**src/rtl/fifo_ctrl_pkg.sv**
```systemverilog
// Shared definitions for the capture FIFO flow controller and its trigger logic.
// Holds the state encoding and the default FIFO geometry and watermarks.
package fifo_ctrl_pkg;

  typedef enum logic [1:0] {
    StIdle  = 2'd0,
    StFill  = 2'd1,
    StDrain = 2'd2,
    StFlush = 2'd3
  } state_e;

  localparam int unsigned FifoCountW = 21;
  localparam int unsigned FifoDepth  = 12800;
  localparam int unsigned FifoHighWm = 12799;
  localparam int unsigned FifoLowWm  = 2560;
  localparam int unsigned FifoDropW  = 16;

endpackage

```
**src/rtl/sat_counter.sv**
```systemverilog
// Saturating up-counter with synchronous active-low clear.
// Holds at all-ones once reached; only a clear brings it back to zero.
module sat_counter #(
  parameter int unsigned WIDTH = 16
) (
  input  logic             i_clk,
  input  logic             i_clr_n,
  input  logic             i_inc,
  output logic [WIDTH-1:0] o_count
);

  logic [WIDTH-1:0] r_count;

  always_ff @(posedge i_clk) begin
    if (!i_clr_n) begin
      r_count <= '0;
    end else if (i_inc && (r_count != {WIDTH{1'b1}})) begin
      r_count <= r_count + WIDTH'(1);
    end
  end

  assign o_count = r_count;

endmodule

```
**src/rtl/fifo_flow_ctrl.sv**
```systemverilog
// Fill/drain sequencer for the capture FIFO with watermark hysteresis, forced flush
// and a saturating count of refused producer writes.
module fifo_flow_ctrl
  import fifo_ctrl_pkg::*;
#(
  parameter int unsigned COUNT_W = FifoCountW,
  parameter int unsigned DEPTH   = FifoDepth,
  parameter int unsigned HIGH_WM = FifoHighWm,
  parameter int unsigned LOW_WM  = FifoLowWm,
  parameter int unsigned DROP_W  = FifoDropW
) (
  input  logic               clk,
  input  logic               reset,
  input  logic               enable_i,
  input  logic               flush_i,
  input  logic               wr_req_i,
  input  logic               rd_req_i,
  input  logic [COUNT_W-1:0] fifo_rd_data_count_i,
  output logic               fifo_wr_en_o,
  output logic               fifo_rd_en_o,
  output logic [1:0]         state_o,
  output logic               fill_done_o,
  output logic               drain_done_o,
  output logic [DROP_W-1:0]  drop_cnt_o
);

  if (!((LOW_WM < HIGH_WM) && (HIGH_WM <= DEPTH))) begin : g_bad_wm
    $fatal(1, "fifo_flow_ctrl: watermarks must satisfy LOW_WM < HIGH_WM <= DEPTH");
  end

  localparam logic [COUNT_W-1:0] HighWmC = COUNT_W'(HIGH_WM);
  localparam logic [COUNT_W-1:0] LowWmC  = COUNT_W'(LOW_WM);

  state_e r_state, w_state_d;
  logic   r_fill_done, r_drain_done;
  logic   w_fill_done_d, w_drain_done_d;
  logic   w_at_high, w_at_low, w_empty;
  logic   w_drop_inc;

  assign w_at_high = (fifo_rd_data_count_i >= HighWmC);
  assign w_at_low  = (fifo_rd_data_count_i <= LowWmC);
  assign w_empty   = (fifo_rd_data_count_i == '0);

  always_ff @(posedge clk) begin
    if (!reset) begin
      r_state      <= StIdle;
      r_fill_done  <= 1'b0;
      r_drain_done <= 1'b0;
    end else begin
      r_state      <= w_state_d;
      r_fill_done  <= w_fill_done_d;
      r_drain_done <= w_drain_done_d;
    end
  end

  // Priority: flush, then disable, then watermark. FLUSH only leaves on empty.
  always_comb begin
    w_state_d      = r_state;
    w_fill_done_d  = 1'b0;
    w_drain_done_d = 1'b0;
    unique case (r_state)
      StIdle: begin
        if (flush_i)       w_state_d = StFlush;
        else if (enable_i) w_state_d = StFill;
      end
      StFill: begin
        if (flush_i)        w_state_d = StFlush;
        else if (!enable_i) w_state_d = StIdle;
        else if (w_at_high) begin
          w_state_d     = StDrain;
          w_fill_done_d = 1'b1;
        end
      end
      StDrain: begin
        if (flush_i)        w_state_d = StFlush;
        else if (!enable_i) w_state_d = StIdle;
        else if (w_at_low) begin
          w_state_d      = StFill;
          w_drain_done_d = 1'b1;
        end
      end
      StFlush: begin
        if (w_empty) begin
          w_state_d      = StIdle;
          w_drain_done_d = 1'b1;
        end
      end
      default: w_state_d = StIdle;
    endcase
  end

  always_comb begin
    fifo_wr_en_o = 1'b0;
    fifo_rd_en_o = 1'b0;
    unique case (r_state)
      StIdle:  ;
      StFill:  fifo_wr_en_o = wr_req_i && !w_at_high;
      StDrain: fifo_rd_en_o = rd_req_i && !w_empty;
      StFlush: fifo_rd_en_o = !w_empty;
      default: ;
    endcase
  end

  assign w_drop_inc   = (r_state != StIdle) && wr_req_i && !fifo_wr_en_o;
  assign state_o      = r_state;
  assign fill_done_o  = r_fill_done;
  assign drain_done_o = r_drain_done;

  sat_counter #(
    .WIDTH(DROP_W)
  ) u_drop_cnt (
    .i_clk   (clk),
    .i_clr_n (reset),
    .i_inc   (w_drop_inc),
    .o_count (drop_cnt_o)
  );

endmodule

```
**config.mk**
```make
export PLATFORM = sky130hd
export DESIGN_NAME = fifo_flow_ctrl
export DESIGN_NICKNAME = d
export VERILOG_FILES = /design/src/rtl/fifo_ctrl_pkg.sv /design/src/rtl/sat_counter.sv /design/src/rtl/fifo_flow_ctrl.sv
export SDC_FILE = /design/constraint.sdc
export NUM_CORES = 1
export LEC_CHECK = 0
export CAP_MARGIN = 20
export CORE_ASPECT_RATIO = 0.6
export CORE_MARGIN = 3
export CORE_UTILIZATION = 46
export DETAILED_ROUTE_END_ITERATION = 10
export MAX_ROUTING_LAYER = met4
export PLACE_DENSITY = 0.84
export SYNTH_ARGS = -nofsm -noshare
export SYNTH_HDL_FRONTEND = slang
export SYNTH_HIERARCHICAL = 1
export SYNTH_SLANG_ARGS = --single-unit
export TNS_END_PERCENT = 50
```
**constraint.sdc**
```tcl
create_clock -name clk -period 6.7 [get_ports clk]
set_input_delay 0.67 -clock clk [delete_from_list [all_inputs] [get_ports clk]]
set_output_delay 0.67 -clock clk [all_outputs]
set_load 0.05 [all_outputs]
```
==> flow_summary.json <==
{
  "place_congestion": 0.8845,
  "slowest_delay_ns": 0.80,
  "worstHoldStart": "u_drop_cnt/o_count[9]",
  "rows": 13,
  "hp-class": "register to register",
  "ant_nets": 0,
  "ir_drop_uv": 118.1,
  "fin_worst_skew_ns": 0.005677,
  "cts_tree": "yes",
  "synthDistinctLibCells": 43,
  "die_x_um": 73.16,
  "dpl_cell_area_um2": 1744,
  "cpMostUsedCell": "clkdlybuf4s50_1",
  "crit_path_end_kind": "primary output",
  "ys_seq_area_share_pct": 32.16,
  "power_mw": 0.2846,
  "hold_depth": 2,
  "path_max_fanout": 5,
  "grt_pass1_wl_um": 5713,
  "status": "finished, final reports clean",
  "synth_edf_count": 0,
  "cap_violations": 0,
  "place_inst": 225,
  "die_h_um": 46.30,
  "setup_slack_ns": 2.964,
  "syn_area_um2": 1245,
  "core_um2": 2359,
  "layout.nets": 228,
  "clock_latency_ns": 0.26,
  "wl_met3_um": 286,
  "p_leak_nw": 0.5965,
  "clk_pin_slew_ns": 0.07,
  "yosys-top-cells-area": "dfxtp_1 32%, a21oi_1 4.4%, nand3_1 4.4%, nand2_1 3.9%, nor2_1 3.3%",
  "synth.net_count": 179,
  "m1WireLength_um": 1771,
  "final_area_um2": 1794,
  "start_util_pct": 52.79,
  "synth_top_area_cell": "dfxtp_1",
  "routed_wl_um": 3694,
  "hold_end": "u_drop_cnt/o_count[9]",
  "cts_sinks": 20,
  "dr.pass1.iters": 4,
  "postCtsSetupBuffers": 0,
  "via_per_inst": 6.110,
  "ios": 49,
  "r2r_slack_ns": 4.58,
  "path_cells": "clkdlybuf4s50_1, or3_4, a311oi_2, and4b_2, clkdlybuf4s50_1",
  "slew_viol_final": 0,
  "final-hold-violation-count": 0,
  "final_util_pct": 76.07,
  "drc": 0,
  "cts_htree_levels": 1,
  "layout-drive-gt1-share_pct": 8.081,
  "reg2reg_depth": 6,
  "ctsResizeCount": 0,
  "yosysTopAreaCellShare_pct": 32.16,
  "wire_per_inst_um": 16.20,
  "hold_buffers": 0,
  "port_buffers": 48,
  "antenna-diode-count": 0,
  "crit_type": "primary input to primary output",
  "worst_ep_arrival_time_ns": 3.07,
  "final_cells": 228,
  "ys_warn_count": 6,
  "wl_met2_um": 1635,
  "postSynth.topFlopCell": "dfxtp_1",
  "min_period_over_period_pct": 55.76,
  "slew-limit-headroom_pct": 45.08,
  "num_vias": 1393,
  "dp_slack_ns": 2.995,
  "grt_usage_pct": 23.22,
  "dp_hpwl_um": 2908,
  "clockRootBuffer": "clkbuf_8",
  "critPathLaunchType": "primary input",
  "area_delta_synth_final_pct": 44.12,
  "cts_buffers": 3,
  "pwr_density_cell_nw_per_um2": 158.6,
  "grt_max_degree": 18,
  "rsz0062_at_grt": "false",
  "setup_viol": 0,
  "required_ns": 6.03,
  "first_global_vias": 1134,
  "r2r-start": "state_o[0]",
  "fin_hold_ws_ns": 0.5207,
  "period_minus_slack_ns": 3.736,
  "synthArstFlopShare_pct": 0,
  "top_layer": "met3",
  "die_area_um2": 3387,
  "synth_cells": 151,
  "ys_ff_latch": 20,
  "cp_slowest_cell": "clkdlybuf4s50_1",
  "gr-total-overflow": 0,
  "fmax_ghz": 0.2677,
  "drtIter0Drc": 82,
  "tns_ns": 0,
  "r2r_end": "u_drop_cnt/o_count[6]",
  "clockBufferDepth": 2,
  "tightest_slew_ns": 0.8177,
  "antenna_found_initial": 0,
  "syn_area_per_cell_um2": 8.245
}
==> layer usage <==
metal,track usage [%],vias up
li1,-,688
met1,34.46,648
met2,31.26,57
met3,5.447,0
met4,4.779,0
met5,-,-
==> synth_stat cells, drive strengths merged (3+ instances only) <==
cell / number
or4: 5
mux2i: 4
o31ai: 5
dfxtp: 20
nand2: 13
inv: 5
nor3: 6
nand3: 11
and4: 3
nand4: 6
nand2b: 3
o21ai: 7
nor3b: 3
nor4: 9
a21oi: 12
clkbuf: 3
or3: 4
nor2: 11
==> final cells by class <==
| cell class | count | area, um^2 |
|---|---|---|
| Sequential cell | 20 | 400.4 |
| Timing Repair Buffer | 48 | 480.5 |
| Fill cell | 166 | 564.3 |
| Clock buffer | 3 | 41.29 |
| Multi-Input combinational cell | 122 | 815.8 |
| Inverter | 5 | 18.77 |
| Tap cell | 30 | 37.54 |
==> power by group <==
| group | total, mW | internal (mW) | switching [mW] |
|---|---|---|---|
| combinational | 0.0732 | 0.0342 | 0.0390 |
| sequential | 0.134 | 0.123 | 0.0105 |
| clock | 0.0778 | 0.0401 | 0.0378 |
| total | 0.285 | 0.197 | 0.0873 |
==> logic make-up after synthesis <==
| logic type | after synthesis | synth area share, % |
|---|---|---|
| AND/OR/NAND/NOR | 80 | 39.90 |
| AO/OA/AOI/OAI | 35 | 19.30 |
| flip-flops | 20 | 32.16 |
| buffers and inverters | 9 | 3.015 |
| multiplexers | 4 | 3.216 |
| XOR/XNOR | 2 | 1.407 |
| adder cells (fa/ha/maj) | 1 | 1.005 |
==> worst max-delay path by stage <==
| stage | cells after the start | slack, ns | start | to |
|---|---|---|---|---|
| after floorplan | 8 | 3.99 | fifo_rd_data_count_i[9] | u_drop_cnt/o_count[9] |
| after global routing | 5 | 2.93 | fifo_rd_data_count_i[9] | fifo_wr_en_o |
| final | 5 | 2.96 | fifo_rd_data_count_i[11] | fifo_wr_en_o |
| after CTS | 5 | 3.00 | fifo_rd_data_count_i[11] | fifo_wr_en_o |
| after global placement | 5 | 3.07 | fifo_rd_data_count_i[11] | fifo_wr_en_o |
| after detailed placement | 5 | 3.00 | fifo_rd_data_count_i[11] | fifo_wr_en_o |
==> layout by cell type (no fill, tap or decap), types with 2 or more instances in the layout <==
| cell type | n |
|---|---|
| o31ai_1 | 5 |
| nand2_1 | 13 |
| nand2b_1 | 3 |
| clkbuf_8 | 3 |
| or4_1 | 5 |
| nand3_1 | 11 |
| dfxtp_1 | 20 |
| and4_1 | 3 |
| a21oi_1 | 11 |
| nor3_1 | 6 |
| nor2_1 | 11 |
| nor4_2 | 2 |
| clkdlybuf4s50_1 | 48 |
| nand4_1 | 5 |
| o21ai_0 | 7 |
| inv_1 | 5 |
| or3_1 | 2 |
| nor3b_1 | 3 |
| mux2i_1 | 4 |
| nor4_1 | 6 |
| or3_4 | 2 |
==> critical path, delay by kind of cell <==
kind                   cells  cell delay, ns
buffers and inverters      2            1.25
AND/OR/NAND/NOR            2            0.70
AO/OA/AOI/OAI              1            0.44
==> flip-flops by register name (all words and copies together), names as in the netlist <==
register / count
state_o: 2
u_drop_cnt/o_count: 16
fill_done_o: 1
drain_done_o: 1
(Power assumes the default switching activity.)
